$ cat src/rtl/stopwatch_control.sv
// Stopwatch front end: button conditioning, mode FSM and tenth-second tick prescaler.
// Optional lap/display-hold feature is enabled by defining STOPWATCH_LAP_EN.
module stopwatch_control #(
  parameter int unsigned CLK_HZ          = 50000000,
  parameter int unsigned TICK_HZ         = 10,
  parameter int unsigned DEBOUNCE_CYCLES = 1000000
) (
  input  logic       clk,
  input  logic       rst_n,
  input  logic       btn_start_n,
  input  logic       btn_pause_n,
  input  logic       btn_stop_n,
  input  logic       btn_reset_n,
`ifdef STOPWATCH_LAP_EN
  input  logic       btn_lap_n,
  output logic       display_hold,
`endif
  input  logic       wrap_i,
  output logic       count_en,
  output logic       count_clr,
  output logic       tick,
  output logic [1:0] state
);

  localparam int unsigned TICK_DIV = CLK_HZ / TICK_HZ;
  localparam int unsigned PW       = $clog2(TICK_DIV);
  localparam int unsigned DW       = (DEBOUNCE_CYCLES > 1) ? $clog2(DEBOUNCE_CYCLES) : 1;
`ifdef STOPWATCH_LAP_EN
  localparam int unsigned NB = 5;
`else
  localparam int unsigned NB = 4;
`endif

  typedef enum logic [1:0] {
    IDLE    = 2'b00,
    RUNNING = 2'b01,
    PAUSED  = 2'b10,
    STOPPED = 2'b11
  } state_t;

  logic [NB-1:0] btn_raw;
  logic [NB-1:0] sync1_q, sync2_q;
  logic [NB-1:0] db_lvl_q, db_lvl_d;
  logic [NB-1:0] press_q, press_d;
  logic [DW-1:0] db_cnt_q [NB];
  logic [DW-1:0] db_cnt_d [NB];

  state_t        state_q, state_d;
  logic [PW-1:0] presc_q, presc_d;
  logic          count_en_q, count_en_d;
  logic          count_clr_q, count_clr_d;
  logic          tick_q, tick_d;
  logic          p_start, p_pause, p_stop, p_reset;
  logic          enter_stopped;

  always_comb begin
`ifdef STOPWATCH_LAP_EN
    btn_raw = {btn_lap_n, btn_reset_n, btn_stop_n, btn_pause_n, btn_start_n};
`else
    btn_raw = {btn_reset_n, btn_stop_n, btn_pause_n, btn_start_n};
`endif
  end

  // Press pulse is registered on the same edge the debounced level falls.
  always_comb begin
    db_lvl_d = db_lvl_q;
    press_d  = '0;
    for (int unsigned i = 0; i < NB; i++) begin
      db_cnt_d[i] = '0;
      if (sync2_q[i] != db_lvl_q[i]) begin
        if (db_cnt_q[i] == DW'(DEBOUNCE_CYCLES - 1)) begin
          db_lvl_d[i] = sync2_q[i];
          press_d[i]  = ~sync2_q[i];
        end else begin
          db_cnt_d[i] = db_cnt_q[i] + 1'b1;
        end
      end
    end
  end

  always_comb begin
    p_start = press_q[0];
    p_pause = press_q[1];
    p_stop  = press_q[2];
    p_reset = press_q[3];
  end

  always_comb begin
    state_d     = state_q;
    count_clr_d = 1'b0;
    if (p_reset) begin
      state_d     = IDLE;
      count_clr_d = 1'b1;
    end else begin
      case (state_q)
        IDLE:    if (p_start) state_d = RUNNING;
        RUNNING: begin
          if (p_stop || wrap_i) state_d = STOPPED;
          else if (p_pause)     state_d = PAUSED;
        end
        PAUSED: begin
          if (p_stop)       state_d = STOPPED;
          else if (p_start) state_d = RUNNING;
        end
        default: state_d = state_q;
      endcase
    end

    enter_stopped = (state_d == STOPPED) && (state_q != STOPPED);

    // Advance on edges leaving a RUNNING cycle, so a pause keeps the partial interval.
    presc_d = presc_q;
    if (count_clr_d || enter_stopped) begin
      presc_d = '0;
    end else if (state_q == RUNNING) begin
      presc_d = (presc_q == PW'(TICK_DIV - 1)) ? '0 : presc_q + 1'b1;
    end

    tick_d     = (state_d == RUNNING) && (presc_d == PW'(TICK_DIV - 1));
    count_en_d = (state_d == RUNNING);
  end

  always_ff @(posedge clk or negedge rst_n) begin
    if (!rst_n) begin
      sync1_q     <= '1;
      sync2_q     <= '1;
      db_lvl_q    <= '1;
      press_q     <= '0;
      for (int unsigned i = 0; i < NB; i++) db_cnt_q[i] <= '0;
      state_q     <= IDLE;
      presc_q     <= '0;
      count_en_q  <= 1'b0;
      count_clr_q <= 1'b0;
      tick_q      <= 1'b0;
    end else begin
      sync1_q     <= btn_raw;
      sync2_q     <= sync1_q;
      db_lvl_q    <= db_lvl_d;
      press_q     <= press_d;
      for (int unsigned i = 0; i < NB; i++) db_cnt_q[i] <= db_cnt_d[i];
      state_q     <= state_d;
      presc_q     <= presc_d;
      count_en_q  <= count_en_d;
      count_clr_q <= count_clr_d;
      tick_q      <= tick_d;
    end
  end

`ifdef STOPWATCH_LAP_EN
  logic hold_q, hold_d;

  always_comb begin
    hold_d = hold_q;
    if (p_reset || enter_stopped) begin
      hold_d = 1'b0;
    end else if (press_q[4]) begin
      if (state_q == RUNNING)     hold_d = ~hold_q;
      else if (state_q == PAUSED) hold_d = 1'b0;
    end
  end

  always_ff @(posedge clk or negedge rst_n) begin
    if (!rst_n) hold_q <= 1'b0;
    else        hold_q <= hold_d;
  end

  assign display_hold = hold_q;
`endif

  assign count_en  = count_en_q;
  assign count_clr = count_clr_q;
  assign tick      = tick_q;
  assign state     = state_q;

endmodule

$ cat config.mk
export PLATFORM = sky130hd
export DESIGN_NAME = stopwatch_control
export DESIGN_NICKNAME = d
export VERILOG_FILES = /design/src/rtl/stopwatch_control.sv
export SDC_FILE = /design/constraint.sdc
export NUM_CORES = 1
export LEC_CHECK = 0
export CORE_MARGIN = 3
export CORE_UTILIZATION = 56
export CTS_CLUSTER_DIAMETER = 150
export CTS_CLUSTER_SIZE = 40
export DETAILED_ROUTE_END_ITERATION = 6
export MAX_ROUTING_LAYER = met4
export PLACE_DENSITY_LB_ADDON = 0.25
export SETUP_SLACK_MARGIN = 0.4
export SYNTH_ARGS = -nofsm -noshare
export SYNTH_HDL_FRONTEND = slang
export SYNTH_SLANG_ARGS = --single-unit
$ cat constraint.sdc
create_clock -name clk -period 1.95 [get_ports clk]
set_input_delay 0.2925 -clock clk [delete_from_list [all_inputs] [get_ports clk]]
set_output_delay 0.2925 -clock clk [all_outputs]
set_load 0.01 [all_outputs]
== Word-level counts from Yosys, hierarchy flattened ==
Cells that the tools add are included.

* Mux-type cells: 26
* Reduce and logical (&&, ||, !) cells: 9
* Equal/unequal tests: 15
* Add/subtract/negate cells: 5
* Bitwise gates (word level): 4

{| class="wikitable"
|+ Operators with widths
! operator !! count
|-
| 20-bit two-way mux || 8
|-
| 20-bit by 1-bit adder with 20-bit output, second input constant || 4
|-
| 20-bit equality test, second input constant || 4
|-
| 23-bit two-way mux || 3
|-
| 23-bit equality test, second input constant || 2
|-
| 23-bit by 1-bit adder with 23-bit output, second input constant || 1
|-
| 2-bit two-way mux || 5
|-
| 1-bit two-way mux || 9
|-
| 2-bit AND reduction || 4
|-
| 2-bit one-hot mux with 3 select lines || 1
|-
| 2-bit by 1-bit equality test with 1-bit output, second input constant || 2
|-
| 2-bit equality test, second input constant || 2
|-
| 1-bit != test || 4
|-
| 1-bit inverter || 4
|-
| 1-bit logical AND || 2
|-
| 2-bit zero test || 1
|-
| 1-bit logical OR || 2
|-
| 2-bit != test, second input constant || 1
|}

* Input bits: 7
* Register bits after elaboration: 124
* Logic and storage cells: 75
* Output and inout bits: 5

== Logic depth before layout (Yosys ltp) ==
Gate-level depths: netlist of run 1.

* Depth after elaboration: 10
* Gate-level depth with buffers: 8
* Depth with buffers taken out: 7

== Least setup slack after synthesis of run 1 ==
No wires, ideal clock.

* Path type: register to register
* Start point: register state_q[1], in the netlist state[1]
* End point: register tick_q, in the netlist tick
* Data required time: 1854 ps
* Clock period less this slack: 2007 ps
* Path slack: -57 ps
* Setup time: 96 ps
* Cell stages (with the launch flop): 9
* Data arrival time: 1911 ps
* Path through: dfrtp_1 buf_6 and4b_1 clkbuf_1 nand3_1 or3_1 xor2_1 nand4_1 nor4_2

* Cells in the longest elaborated chain, start to end: 10

{| class="wikitable"
|+ RTL lines
! what !! RTL line !! source
|-
| from (decl) || 48 || <nowiki>state_t state_q, state_d;</nowiki>
|-
| from (signal assigned) || 141 || <nowiki>state_q <= state_d;</nowiki>
|-
| 2-bit two-way mux (on tied branches) || 96, 103, 99 ||
|-
| 2-bit two-way mux (on tied branches) || 102, 98 ||
|-
| 2-bit one-hot mux with 3 select lines || 95 || <nowiki>case (state_q)</nowiki>
|-
| 2-bit two-way mux || 91 || <nowiki>if (p_reset) begin</nowiki>
|-
| 2-bit equality test || 109 || <nowiki>enter_stopped = (state_d == STOPPED) && (state_q != STOPPED);</nowiki>
|-
| 1-bit logical AND || 109 ||
|-
| 1-bit logical OR || 113 || <nowiki>if (count_clr_d || enter_stopped) begin</nowiki>
|-
| 23-bit two-way mux || 113 ||
|-
| 23-bit equality test || 119 || <nowiki>tick_d = (state_d == RUNNING) && (presc_d == PW'(TICK_DIV - 1));</nowiki>
|-
| 1-bit logical AND (*) || 119 ||
|-
| via tick_d || 52 || <nowiki>logic tick_q, tick_d;</nowiki>
|-
| to (signal assigned) || 145 || <nowiki>tick_q <= tick_d;</nowiki>
|-
| to (decl) || 52 ||
|}

Mark *: on every way through the listed nets, which the timed path passes. The rest lies on a longest branch.
A chain may end at the register's enable or synchronous reset.

== Worst setup path in the final report of run 1 ==
* Start point: register state_q[0], in the netlist state[0]
* End point: register tick_q, in the netlist tick

Same word-level chain as after synthesis.

==> qor.txt, run 1 <==
RUN STATUS
---------------------------------------------------------------------------------
Result of the run                                                    finished, violations left
Violated checks                                                      setup timing

FLOORPLAN
---------------------------------------------------------------------------------
Starting density of the core                                                58.0%
Die footprint                                                          12000 um^2
Floorplan die height                                                       110 um
Die outline width                                                          110 um
Core region area                                                       10400 um^2
I/O pin count                                                                  12
Cell Rows                                                                      37

CTS
---------------------------------------------------------------------------------
Clock-pin transition on the worst setup and hold timing paths               60 ps
Deepest clock path buffer count                                                 2
TritonCTS clock tree                                                          yes
Insertion delay of the later-clocked pin in the worst-skew pair            540 ps
Cts bufs inserted                                                              17
Clk sink count                                                                124
Cell at the root of the clock tree                                       clkbuf_8
Level count of the clock H-tree                                                 4

GLOBAL ROUTE
---------------------------------------------------------------------------------
Total routing usage reported by global routing                              28.2%
First-pass GRT wire length                                                25.4 mm
GR Overflow Total                                                               0
Via count of the first global-routing pass                                   5181
Largest net degree at the start of global routing                              47
Antenna violations before repair                                                0

YOSYS
---------------------------------------------------------------------------------
Mean cell area of the mapped netlist                                    10.0 um^2
Sequential area share after synthesis                                       51.9%
Syn Inst Count                                                                598
Post-synth net total                                                          610
Main synth FF type                                                        dfrtp_1
Warning count from the yosys run                                                0
Post-synth EDFFs                                                                0
Ys async rst share                                                           100%
Synthesized flop and latch total                                              124
Post-synthesis cell type count                                                 57
Cell Area, Synth                                                        6010 um^2

FINAL LAYOUT
---------------------------------------------------------------------------------
Multi-input logic area                                                  4090 um^2
Ratio of cells with drive above 1 in the final layout                       51.1%
# nets final                                                                  751
Number of antenna repair diodes                                                 0
Sequential standard cell area                                           3150 um^2
Area growth from synthesis to layout                                        54.8%
Number of fill cells                                                          379

DRT
---------------------------------------------------------------------------------
Number of design rule violations left after detail routing                      0
DRC marker count from the first detailed-route iteration                      654
Antenna violation net count after detailed routing                              0
Detailed-routing iteration count for the pre-antenna-repair pass                6
Vias per cell                                                                6.49
Routed met3 length                                                        1.66 mm
Met2 WL                                                                   10.8 mm
Wire length on met1                                                       8.19 mm
Total vias in the final route                                                5760
Highest metal layer with signal wires                                        met4
Final routed wirelength across all metal layers                           22.0 mm
Average detailed-routed wire length per instance                          24.7 um

CRITICAL PATH
---------------------------------------------------------------------------------
Peak fanout along the critical path                                             9
Worst Path Required                                                       2390 ps
Critical path's slowest cell                                              dfrtp_1
WP depth                                                                        8
Setup CP Type                                                             reg2reg
Slowest Stage Delay on Critical Path                                       400 ps
Cell family contributing the most delay on the critical path         simple AND/OR/NAND/NOR gates
Worst Path Arrival                                                        2570 ps
Category of the worst setup path launch point                            register
Worst-path cell chain                                                buf_6, and4b_2, buf_4, a21oi_1, o21ai_0, a211oi_2, nand4_1, nor4_2
Capturing element type of the critical path                              register
Number of buffer and inverter instances along the worst setup path              2
Logic depth of the worst register-to-register path                              8

STA
---------------------------------------------------------------------------------
Final setup violation count                                                     3
Worst path setup slack after routing                                      -178 ps
Number of endpoints with negative hold slack in the final report                0
Worst Max-Slew Pin Slew                                                    613 ps
Highest attainable clock frequency                                        470 MHz
Unrepaired setup endpoints after global routing                               yes
Relative slew margins                                                       59.1%
Crit path time final                                                      2130 ps
Max-slew violation total from the final report                                  0
Post-route worst hold slack                                                164 ps
Worst clock skew                                                          15.9 ps
Part of the cycle the worst path needs                                       109%

PLACEMENT
---------------------------------------------------------------------------------
Input/output buffers                                                           11
HPWL after detailed placement                                             7.88 mm
Gpl congestion                                                              0.858
Worst setup slack after placement                                         -156 ps

JOB
---------------------------------------------------------------------------------
Max-cap violations                                                              0

POWER
---------------------------------------------------------------------------------
Peak supply drop                                                         0.715 mV
Leakage                                                                   3.81 nW
Part of the power in combinational logic                                     7.1%
Power per standard cell area                                          683 nW/um^2
Int Pwr                                                                 0.00486 W
Reported net switching power                                            0.00149 W
Share of power burned in registers                                          42.1%
Switching power share of the total                                          23.4%
Share of total power in the clock network                                   50.8%

HOLD PATH
---------------------------------------------------------------------------------
Path class of the lowest-slack min-delay path                              in2reg
Worst hold path stage count                                                     1

[final timing paths]
path | from | to | slack [ps]
max | state[0] | tick | -180
min | btn_stop_n | sync1_q[2] | 160
max reg2reg | state[0] | tick | -180
min reg2reg | sync1_q[2] | sync2_q[2] | 360
max in group asynchronous | rst_n | sync1_q[3] | 1070
min in group asynchronous | rst_n | db_cnt_q[54] | 230
[worst register-to-register path: cells and delay by family, from the launching register on]
family,cells,cell delay [ps]
buffers and inverters,2,320
and+or+nand+nor,3,670
AOI/OAI and AO/OA,3,650
DFF,1,400
[logic make-up after synthesis]
| family | share of synthesized area [%] |
|---|---|
| XOR/XNOR | 14.0 |
| adder cells (fa/ha/maj) | 1.04 |
| flip-flops | 51.9 |
| AND/OR/NAND/NOR | 27.1 |
| multiplexers | 0.749 |
| buffers and inverters | 2.89 |
| AO/OA/AOI/OAI | 2.35 |
[registers in the layout (all words and copies together) (netlist names)]
name / cells
db_cnt_q: 80
presc_q: 23
db_lvl_q: 4
press_q: 4
sync1_q: 4
sync2_q: 4
state: 2
count_clr: 1
count_en: 1
tick: 1
[what timing repair did]
item                                    CTS  global route
resized for setup                       150           166
endpoints found under the setup margin  110           109
pin swaps                                37            74
cloned                                   10             3
hold buffers                              1             0
hold endpoints to repair                 22             0
buffers inserted                         42            39
[power by group through the flow]
stage          logic, W  registers [W]  clock network, W
5_1_grt        0.000474        0.00268           0.00337
3_5_place_dp   0.000226        0.00271                 0
2_1_floorplan  0.000111        0.00270                 0
3_3_place_gp   0.000216        0.00270                 0
4_1_cts        0.000357        0.00266           0.00317
6_report       0.000450        0.00268           0.00323
[final cells by class]
| class | instances | share of cell area [%] |
|---|---|---|
| clock buffer | 24 | 5.06 |
| clock inverter | 8 | 1.26 |
| inverter | 14 | 0.592 |
| multi-input combinational | 449 | 43.9 |
| sequential | 124 | 33.8 |
| tap | 136 | 1.83 |
| timing repair buffer | 133 | 13.5 |
[Yosys cell counts, types with 2 or more instances]
cell type | count | area [um^2]
nand2_1 | 34 | 128
or3_1 | 4 | 25.0
dfstp_2 | 12 | 315
nor4_2 | 3 | 37.5
or4_1 | 2 | 15.0
nor4_1 | 11 | 68.8
buf_6 | 4 | 45.0
nor2b_1 | 6 | 37.5
xor2_1 | 55 | 482
dfrtp_1 | 112 | 2800
inv_1 | 14 | 52.6
and4_1 | 6 | 52.6
buf_2 | 7 | 35.0
xnor2_1 | 41 | 359
nor3_1 | 17 | 85.1
nor3b_1 | 4 | 30.0
nand2b_1 | 2 | 12.5
nand4_1 | 20 | 125
ha_1 | 5 | 62.6
and2_1 | 3 | 18.8
nand4b_1 | 5 | 43.8
mux2_1 | 2 | 22.5
or2_2 | 2 | 12.5
nand3_1 | 45 | 225
nand3b_1 | 4 | 30.0
and3_1 | 12 | 75.1
nor2_1 | 118 | 443
clkbuf_1 | 7 | 26.3
and4b_1 | 2 | 20.0
or2_1 | 3 | 18.8
a21oi_1 | 5 | 25.0
nand2_2 | 2 | 12.5
mux2_2 | 2 | 22.5
nor4b_1 | 4 | 35.0
[cell usage in the layout (no fill, tap or decap), drive strengths merged, types with 3 or more instances in the layout]
master	instances
buf	124
or2	8
nand4	21
nand3	45
a21oi	5
and2	3
bufinv	3
clkinv	4
xor2	55
dlygate4sd2	3
mux2	4
nand2b	3
dfstp	12
nor4b	4
and4	6
or4	3
xnor2	41
or3	4
nor4	14
nor2	118
nor3	17
nor2b	6
inv	14
nand2	42
and3	12
nand4b	5
ha	5
dfrtp	112
clkdlybuf4s50	5
nand3b	4
nor3b	4
clkbuf	24
[through the flow]
stage | instances | utilization (%) | cell area [um^2] | total power (W) | setup TNS [ps]
finish | 888 | 89.7 | 9300 | 0.00635 | -179
global route | 888 | 89.7 | 9300 | 0.00652 | -834
CTS | 846 | 79.5 | 8240 | 0.00619 | -5.38
detailed placement | 761 | 63.8 | 6610 | 0.00293 | -156
global placement | 761 | 63.8 | 6610 | 0.00292 | -152
floorplan | 598 | - | 6230 | 0.00281 | -17.3
[metal layers]
metal,track usage [%],vias to the layer above
met5,-,-
met4,9.62,0
met3,6.64,120
met2,44.1,406
met1,36.5,2906
li1,-,2328
Power figures use the tool's default switching activity.
==> run 2: changes to the inputs <==
Settings changed: SLEW_MARGIN set to 25, TNS_END_PERCENT set to 5.
==> qor.txt, run 2 (synthesis results as in run 1) <==
RUN STATUS
-------------------------------------------------------------------------------------
Result of the run                                                        finished, violations left
Violated checks                                                          setup timing

STA
-------------------------------------------------------------------------------------
Number of endpoints with negative hold slack in the final report                    0   unchanged
Worst clock skew                                                              9.67 ps   -6.20 ps
Max-slew violation total from the final report                                      0   unchanged
Crit path time final                                                          2000 ps   -131 ps
Part of the cycle the worst path needs                                           102%   -6.7 points
Worst Max-Slew Pin Slew                                                        552 ps   -61.4 ps
Unrepaired setup endpoints after global routing                                   yes
Relative slew margins                                                           63.2%   +4.1 points
Worst path setup slack after routing                                         -47.6 ps   +131 ps
Final setup violation count                                                         1   -2
Post-route worst hold slack                                                    168 ps   +4.33 ps
Highest attainable clock frequency                                            501 MHz   +6.5%

FINAL LAYOUT
-------------------------------------------------------------------------------------
Area growth from synthesis to layout                                            39.8%
Reg with most FFs                                                            db_cnt_q
Largest register FFs                                                               80   unchanged
Ratio of cells with drive above 1 in the final layout                           42.8%   -8.3 points
Number of antenna repair diodes                                                     0   unchanged
Sequential standard cell area                                               3140 um^2   -0.24%
Top library cells by usage in the layout, fill and taps aside            dfrtp_1, nor2_4, buf_4
Most frequent standard cell in the layout excluding fill and tap cells        dfrtp_1
# nets final                                                                      683   -9.1%
Biggest registers after layout                                           db_cnt_q (80), presc_q (23)
Final standard cell utilization of the core                                     81.0%   -8.7 points
Number of fill cells                                                              563   +49%
Multi-input logic area                                                      3770 um^2   -7.7%

POWER
-------------------------------------------------------------------------------------
Int Pwr                                                                     0.00483 W   -0.66%
Reported net switching power                                                0.00135 W   -9.7%
Switching power share of the total                                              21.8%   -1.7 points
Power per standard cell area                                              735 nW/um^2   +7.7%
Share of total power in the clock network                                       51.4%   +0.6 points
Peak supply drop                                                             0.730 mV   +2.0%
Part of the power in combinational logic                                         5.3%   -1.8 points
Share of power burned in registers                                              43.3%   +1.2 points
Leakage                                                                       3.37 nW   -12%

PLACEMENT
-------------------------------------------------------------------------------------
HPWL after detailed placement                                                 7.98 mm   +1.3%
Input/output buffers                                                               11   unchanged
Gpl congestion                                                                  0.956   +11%

CRITICAL PATH
-------------------------------------------------------------------------------------
Capturing element type of the critical path                                  register
Peak fanout along the critical path                                                 5   -4
Category of the worst setup path launch point                                register
Number of buffer and inverter instances along the worst setup path                  2   unchanged
Setup CP Type                                                                 reg2reg
Critical path's most frequent cell                                              buf_4
Cell family contributing the most delay on the critical path             simple AND/OR/NAND/NOR gates
Worst-path cell chain                                                    buf_4, nand2b_4, buf_4, nand3_1, a211o_2, nor4b_1, nand4_1, nor4_2
Worst Path Arrival                                                            2430 ps   -140 ps
Worst Path Required                                                           2380 ps   about the same
Slowest Stage Delay on Critical Path                                           420 ps   +20 ps
Critical path's slowest cell                                                  dfrtp_1

CTS
-------------------------------------------------------------------------------------
Clk sink count                                                                    124   unchanged
TritonCTS clock tree                                                              yes
Cts bufs inserted                                                                  17   unchanged
Cell at the root of the clock tree                                           clkbuf_8
Clock-pin transition on the worst setup and hold timing paths                   60 ps   about the same
Deepest clock path buffer count                                                     2   unchanged
Level count of the clock H-tree                                                     4   unchanged
Insertion delay of the later-clocked pin in the worst-skew pair                530 ps   about the same

GLOBAL ROUTE
-------------------------------------------------------------------------------------
Via count of the first global-routing pass                                       4790   -7.5%
Largest net degree at the start of global routing                                  57   +21%
Antenna violations before repair                                                    0   unchanged
GR Overflow Total                                                                   0   unchanged
First-pass GRT wire length                                                    22.7 mm   -11%
Total routing usage reported by global routing                                  25.3%   -3.0 points

FLOORPLAN
-------------------------------------------------------------------------------------
I/O pin count                                                                      12   unchanged
Starting density of the core                                                    58.0%   unchanged
Die footprint                                                              12000 um^2   unchanged
Cell Rows                                                                          37   unchanged
Floorplan die height                                                           110 um   unchanged
Die outline width                                                              110 um   unchanged
Core region area                                                           10400 um^2   unchanged

DRT
-------------------------------------------------------------------------------------
Total vias in the final route                                                    4799   -17%
Vias per cell                                                                    5.86   -9.7%
Detailed-routing iteration count for the pre-antenna-repair pass                    7   +1
Antenna violation net count after detailed routing                                  0   unchanged
Number of design rule violations left after detail routing                          0   unchanged
Average detailed-routed wire length per instance                              18.6 um   -25%
DRC marker count from the first detailed-route iteration                          317   -52%
Final routed wirelength across all metal layers                               15.2 mm   -31%

JOB
-------------------------------------------------------------------------------------
Max-cap violations                                                                  0   unchanged

HOLD PATH
-------------------------------------------------------------------------------------
Path class of the lowest-slack min-delay path                                  in2reg

run 2: changes by cell type in the layout (fill, tap and decap cells not counted), moves of 4 or more:
cell,previous run,this run
xor2_1,39,48
xor2_2,13,7
dfrtp_1,89,95
buf_6,26,7
nand2_2,8,1
nand2_8,7,3
nand2_1,25,33
buf_4,87,51
dfrtp_2,23,17
run 2: power groups by stage:
| stage | logic (W) | clock network (W) | registers [W] |
|---|---|---|---|
| floorplan | 0.0000951 | 0 | 0.00270 |
| global placement | 0.000201 | 0 | 0.00270 |
| detailed placement | 0.000209 | 0 | 0.00271 |
| CTS | 0.000266 | 0.00320 | 0.00267 |
| global route | 0.000356 | 0.00336 | 0.00268 |
| finish | 0.000326 | 0.00317 | 0.00268 |
run 2: worst register-to-register path, cell delays in order, from the launching register on:
cell and delay [ps]:
dfrtp_1 420, buf_4 180, nand2b_4 70, buf_4 120, nand3_1 80, a211o_2 310
nor4b_1 290, nand4_1 160, nor4_2 280
run 2: cell type report:
cell class | count | area share, %
clock buffers | 24 | 5.72
clock inverters | 7 | 1.34
flip-flops and latches | 124 | 37.4
multi-input cells | 441 | 44.9
inverters | 14 | 0.655
well taps | 136 | 2.03
repair buffers | 73 | 7.97
run 2: routing by layer:
metal  wire, um  up-vias  GRT usage, %
li1           -     2185             -
met1       6080     2432          29.4
met2       8010      135          40.8
met3        660       47          7.46
met4        486        0          10.9
met5          0        -             -
run 2: through the flow:
step	cells	total power (W)	TNS [ps]	setup WS, ps	area [um^2]
6_report	819	0.00618	-47.6	-47.6	8400
5_1_grt	819	0.00639	-182	-161	8400
4_1_cts	811	0.00614	-7.27	-7.27	7840
3_5_place_dp	773	0.00292	-46.7	-46.7	6580
3_3_place_gp	773	0.00290	-20.8	-20.8	6580
2_1_floorplan	598	0.00280	-17.4	-17.4	6050
run 2: what timing repair did:
item,4_1_cts,5_1_grt
hold buffers,1,0
endpoints found under the setup margin,110,108
hold endpoints to repair,30,0
pin swaps,119,123
cloned,1,2
resized for setup,158,112
buffers inserted,5,6
run 2: worst paths after layout:
check,end,start,depth (start not counted),slack (ps)
worst max-delay path,tick,state[0],8,-50
worst min-delay path,sync1_q[0],btn_start_n,1,170
worst max register to register,tick,state[0],8,-50
worst min register to register,sync2_q[2],sync1_q[2],0,360
max in group asynchronous,sync1_q[2],rst_n,3,1010
min in group asynchronous,db_cnt_q[52],rst_n,2,240
==> run 3: changes to the inputs <==
Settings changed: ABC_AREA set to 0, CTS_CLUSTER_DIAMETER 150 to unset.
==> results of run 3 <==
Same layout as run 2: the final DEF is identical, and so are final timing and power.
==> RTL edit 1: new RTL, config.mk and constraints of run 1 <==
Add a define of `STOPWATCH_LAP_EN`.
--- a/src/rtl/stopwatch_control.sv
+++ b/src/rtl/stopwatch_control.sv
@@ -2,2 +2,4 @@
 // Optional lap/display-hold feature is enabled by defining STOPWATCH_LAP_EN.
+`define STOPWATCH_LAP_EN
+
 module stopwatch_control #(
Interface: changed (added btn_lap_n and display_hold); port bits go from 12 to 14. The function was not compared with the original's and may differ.
==> RTL edit 1 against run 1 <==
The run still ends with setup timing left. Via count decreased by 4.6%. Cell count increased by 10%. Routed wire length decreased by 24%. Worst setup slack improved by 73 ps. Final area increased by 0.23%. Sequential power increased by 19%. Synthesized cell count increased by 14%. Total power increased by 4.4%. Sequential cell count increased by 25. First-iteration DRC count decreased by 41%. Synthesized area increased by 16%.
==> RTL edit 1: results (changes against run 1) <==
| Metric | Value |
|---|---|
| Min-delay worst type | in2reg (unchanged) |
| Crit path largest cell delay | 420 ps (was 400 ps) |
| Delay-heaviest family, CP | simple AND/OR/NAND/NOR gates (unchanged) |
| Synth async-reset ratio | 100.0% (unchanged) |
| Clock skew | 9.341 ps (was 15.87 ps) |
| Critical Path Fanout Max | 5 (was 9) |
| WHS Endpoint | sync1_q[0] (was sync1_q[2]) |
| Max H-tree Level | 4 (unchanged) |
| Largest net degree at the start of global routing | 86 (was 47) |
| Vias after detailed routing | 5497 (was 5760) |
| Fraction of layout cells with a size suffix above 1 | 33.05% (was 51.06%) |
| Pre-antenna DRT Iters | 7 (was 6) |
| First-pass GRT wire length | 26080 µm (was 25410 µm) |
| # nets final | 812 (was 751) |
| Final WL | 16740 µm (was 21960 µm) |
| DR iter-0 viols | 387 (was 654) |
| Leak | 0.003988 µW (was 0.003806 µW) |
| Tot GR Track Use | 23.64% (was 28.22%) |
| Worst-margin pin slew | 467.3 ps (was 613.2 ps) |
| RR Endpoint | tick (unchanged) |
| Top post-synthesis cells by area | dfrtp_1 (48%), xor2_1 (9.7%), nor2_1 (7.7%) (was dfrtp_1 (47%), xor2_1 (8.0%), nor2_1 (7.4%)) |
| Global placement routability congestion | 0.9955 (was 0.8584) |
| Initial antenna violation count | 0 (unchanged) |
| CTS root buffer | clkbuf_16 (was clkbuf_8) |
| Crit-path slowest cell | or3_4 (was dfrtp_1) |
| DP HPWL | 8941 µm (was 7877 µm) |
| Outcome | complete, but fails checks (unchanged) |
| Synthesis warning total | 0 (unchanged) |
| Worst-case reg-to-reg path depth | 7 (was 8) |
| Worst hold start | btn_start_n (was btn_stop_n) |
| Final setup TNS | -105.1 ps (was -179.2 ps) |
| Antenna cells | 0 (unchanged) |
| Final setup vio count | 1 (was 3) |
| Distinct cell type count after synthesis | 47 (was 57) |
| Fraction of the yosys area taken by sequential cells | 53.73% (was 51.88%) |
| Syn nets | 698 (was 610) |
| Failing checks | setup timing (unchanged) |
| Crit. Startpoint | presc_q[1] (was state[0]) |
| IO Port Bufs | 13 (was 11) |
| Fillers | 737 (was 379) |
| Largest registers | db_cnt_q x100, presc_q x23 (was db_cnt_q x80, presc_q x23) |
| Post-route setup slack | -105.1 ps (was -178.2 ps) |
| Clock slew at reported path FFs | 60 ps (about the same) |
| Inserted Clock Buffers | 17 (unchanged) |
| Maximum vdd drop | 0.6826 mV (was 0.7150 mV) |
| Commonest cells in the netlist | nor2_1 (143), dfrtp_1 (134), xor2_1 (77) (was nor2_1 (118), dfrtp_1 (112), xor2_1 (55)) |
| CTS max path bufs | 2 (unchanged) |
| Pre-CTS WS | -97.46 ps (was -155.6 ps) |
| Clk_lat worst skew | 430 ps (was 540 ps) |
| Hold depth | 1 (unchanged) |
| Worst hold slack | 268.7 ps (was 163.7 ps) |
==> RTL edit 1: logic make-up after synthesis <==
group	synth area share, %
AO/OA/AOI/OAI	1.848
buffers and inverters	1.399
flip-flops	53.73
XOR/XNOR	14.57
adder cells (fa/ha/maj)	1.076
AND/OR/NAND/NOR	26.57
multiplexers	0.8073
==> RTL edit 1: worst max-delay path by stage <==
| stage | slack [ps] | cells after the start | to |
|---|---|---|---|
| global route | -180 | 6 | tick |
| finish | -110 | 7 | tick |
| detailed placement | -100 | 7 | tick |
| global placement | -10 | 7 | tick |
| CTS | 60 | 7 | tick |
| floorplan | 10 | 7 | tick |
==> RTL edit 1: where the power goes <==
part	total, µW	switching (µW)	internal [µW]
logic	327	184	143
clock network	3120	1260	1860
registers	3190	39.3	3150
total	6630	1480	5150
==> RTL edit 1: final cells by class <==
class                           instances  area share (%)
Multi-Input combinational cell        517           41.05
Inverter                                7          0.2818
Timing Repair Buffer                  106           9.984
Tap cell                              168           2.254
Clock inverter                         10           1.047
Sequential cell                       149           40.30
Clock buffer                           22           5.086
==> RTL edit 1: repair_timing <==
item / CTS / global route
pin swaps: 19 / 51
resized for setup: 61 / 105
setup buffers: 36 / 27
cloned: 6 / 2
hold buffers: 1 / 0
endpoints found under the setup margin: 125 / 120
hold endpoints to repair: 16 / 0
==> RTL edit 1: routing by layer <==
metal / vias up / GRT usage (%) / part of all wire (%)
met5: - / - / 0
met4: 0 / 8.645 / 1.4
met3: 24 / 5.142 / 3.3
met2: 117 / 38.84 / 53
met1: 2798 / 29.08 / 43
li1: 2558 / - / -
==> RTL edit 1: through the flow <==
stage | area (µm²) | cells
3_3_place_gp | 7546 | 875
6_report | 9324 | 979
4_1_cts | 8638 | 950
2_1_floorplan | 7107 | 684
5_1_grt | 9324 | 979
3_5_place_dp | 7546 | 875
==> RTL edit 2: new RTL, config.mk and constraints of run 1 <==
Without the edit above. Add an input register stage for `wrap_i`, without a reset; this delays it by one clock. The other inputs are not delayed to match.
--- a/src/rtl/stopwatch_control.sv
+++ b/src/rtl/stopwatch_control.sv
@@ -39,2 +39,8 @@
   } state_t;
+
+  logic wrap_q;
+
+  always_ff @(posedge clk) begin
+    wrap_q <= wrap_i;
+  end
 
@@ -97,3 +103,3 @@
         RUNNING: begin
-          if (p_stop || wrap_i) state_d = STOPPED;
+          if (p_stop || wrap_q) state_d = STOPPED;
           else if (p_pause)     state_d = PAUSED;
Check against the original RTL: no difference found for any inputs over 10 cycles, from zero or initial values and one cycle with rst_n low; that may be too few to reach the edited logic, so the function may still have changed.
==> RTL edit 2 against run 1 <==
The run still ends with setup timing left. Clock skew decreased by 6.1 ps. Combinational power decreased by 45%. Total power about the same. Count of clock-buffer cells in the layout decreased by 5. Largest cell class unchanged. Die area about the same. Sequential cell count increased by 1. Maximum frequency increased by 1.2%. Worst setup slack improved by 26 ps. Synthesized area about the same. Final area decreased by 7.5%. Routed wire length decreased by 23%. Cell count decreased by 2.8%.
==> RTL edit 2: results (changes against run 1) <==
| Metric | Value |
|---|---|
| Final setup TNS | -1357 ps (was -179.2 ps) |
| Synth async-reset ratio | 99.20% (was 100.0%) |
| Worst R2R Start | presc_q[2] (was state[0]) |
| Min-delay worst type | in2reg (unchanged) |
| Synthesis warning total | 0 (unchanged) |
| Fraction of layout cells with a size suffix above 1 | 44.02% (was 51.06%) |
| Post-DP Area | 6634 µm² (was 6614 µm²) |
| Largest net degree at the start of global routing | 50 (was 47) |
| Final WL | 16990 µm (was 21960 µm) |
| # nets final | 726 (was 751) |
| Post-route setup slack | -152.6 ps (was -178.2 ps) |
| Crit. Startpoint | presc_q[2] (was state[0]) |
| Crit-path slowest cell | dfrtp_1 (unchanged) |
| Syn nets | 603 (was 610) |
| Clock skew | 9.801 ps (was 15.87 ps) |
| Worst hold start | btn_stop_n (unchanged) |
| Met3 usage | 5.989% (was 6.635%) |
| Final setup vio count | 22 (was 3) |
| Initial antenna violation count | 0 (unchanged) |
| M2 GR Usage | 43.20% (was 44.07%) |
| Worst-margin pin slew | 544.3 ps (was 613.2 ps) |
| Failing checks | setup timing (unchanged) |
| Global placement routability congestion | 0.8441 (was 0.8584) |
| Placed Cells incl. Taps | 761 (unchanged) |
| DP HPWL | 7839 µm (was 7877 µm) |
| Vias in the first global route | 4951 (was 5181) |
| WHS Endpoint | sync1_q[2] (unchanged) |
| Leak | 0.003688 µW (was 0.003806 µW) |
| M1 GR Usage | 31.44% (was 36.53%) |
| Routed length per instance | 19.68 µm (was 24.73 µm) |
| Commonest cells in the netlist | dfrtp_1 (112), nor2_1 (109), xor2_1 (62) (was nor2_1 (118), dfrtp_1 (112), xor2_1 (55)) |
| CTS max path bufs | 2 (unchanged) |
| Largest registers | db_cnt_q x80, presc_q x23 (unchanged) |
| Tot GR Track Use | 26.44% (was 28.22%) |
| Distinct cell type count after synthesis | 58 (was 57) |
| CP Data Arrival Time | 2530 ps (was 2570 ps) |
| Maximum vdd drop | 0.8741 mV (was 0.7150 mV) |
| Clock slew at reported path FFs | 70 ps |
| Fraction of the yosys area taken by sequential cells | 52.17% (was 51.88%) |
| Hold depth | 1 (unchanged) |
| Critical Path Fanout Max | 7 (was 9) |
| First-pass GRT wire length | 23780 µm (was 25410 µm) |
| Worst hold slack | 162.6 ps (was 163.7 ps) |
| Post-Syn Instances | 591 (was 598) |
| Max H-tree Level | 4 (unchanged) |
| Vias/cell | 5.957 (was 6.486) |
| Post-synth top flop | dfrtp_1 (unchanged) |
| Top post-synthesis cells by area | dfrtp_1 (47%), xor2_1 (9.0%), nor2_1 (6.8%) (was dfrtp_1 (47%), xor2_1 (8.0%), nor2_1 (7.4%)) |
| Outcome | complete, but fails checks (unchanged) |
| DR iter-0 viols | 397 (was 654) |
| Clk_lat worst skew | 540 ps (about the same) |
| Pre-antenna DRT Iters | 5 (was 6) |
| RR Endpoint | tick (unchanged) |
| Fillers | 517 (was 379) |
## RTL edit 2: through the flow
step / util (%) / setup WS (ps)
detailed placement: 63.97 / -149.6
global route: 83.02 / -186.2
finish: 83.02 / -152.6
floorplan: - / -4.515
global placement: 63.97 / 0.2076
CTS: 76.73 / -79.56
## RTL edit 2: power breakdown
part	switching [µW]	leakage, µW	total, µW	internal (µW)
Combinational	153	0.00171	249	95.9
Sequential	25.2	0.00168	2660	2630
Clock	1200	0.000301	3440	2250
Total	1380	0.00369	6350	4970
## RTL edit 2: timing repair
action                                  in CTS  in global routing
hold buffers                                 1                  0
gates cloned                                 7                  4
gates resized for setup                     99                114
pin swaps                                   56                 68
hold endpoints to repair                    24                  0
setup buffers                               36                 22
endpoints found under the setup margin     110                104
## RTL edit 2: cell families (layout without fill, tap and decap cells)
logic type	Yosys count	after routing	synth area share (%)
XOR/XNOR	96	96	13.98
flip-flops	125	125	52.17
AO/OA/AOI/OAI	25	25	2.934
multiplexers	5	5	0.9153
adder cells (fa/ha/maj)	5	5	1.040
AND/OR/NAND/NOR	305	315	26.61
buffers and inverters	30	156	2.350
## RTL edit 2: worst max path at each step
stage                     depth (start not counted)  slack, ps  endpoint
after floorplan                                   8         -5      tick
after global placement                            6        0.2      tick
after detailed placement                          6       -150      tick
after CTS                                         7        -80      tick
after global routing                              8       -190      tick
final                                             8       -150      tick
## RTL edit 2: layer usage
metal	vias to the layer above	share of wire, %
met5	-	0
met4	0	3.5
met3	53	4.7
met2	185	52
met1	2622	40
li1	2281	-
## RTL edit 2: cell type report
class / count / area (µm²) / share of cell area (%)
multi-input cells: 446 / 3633 / 42.20
flip-flops and latches: 125 / 3146 / 36.54
repair buffers: 112 / 969.7 / 11.26
clock buffers: 19 / 431.7 / 5.014
clock inverters: 13 / 211.5 / 2.456
well taps: 136 / 170.2 / 1.976
inverters: 12 / 47.55 / 0.5522
## RTL edit 2: worst reg2reg max path, stage by stage, from the launching register on
cell	delay [ps]
dfrtp_1	410
buf_6	130
and4b_2	240
buf_6	140
o211ai_1	90
and3b_2	220
a31oi_1	70
or3_1	400
nor4_2	310
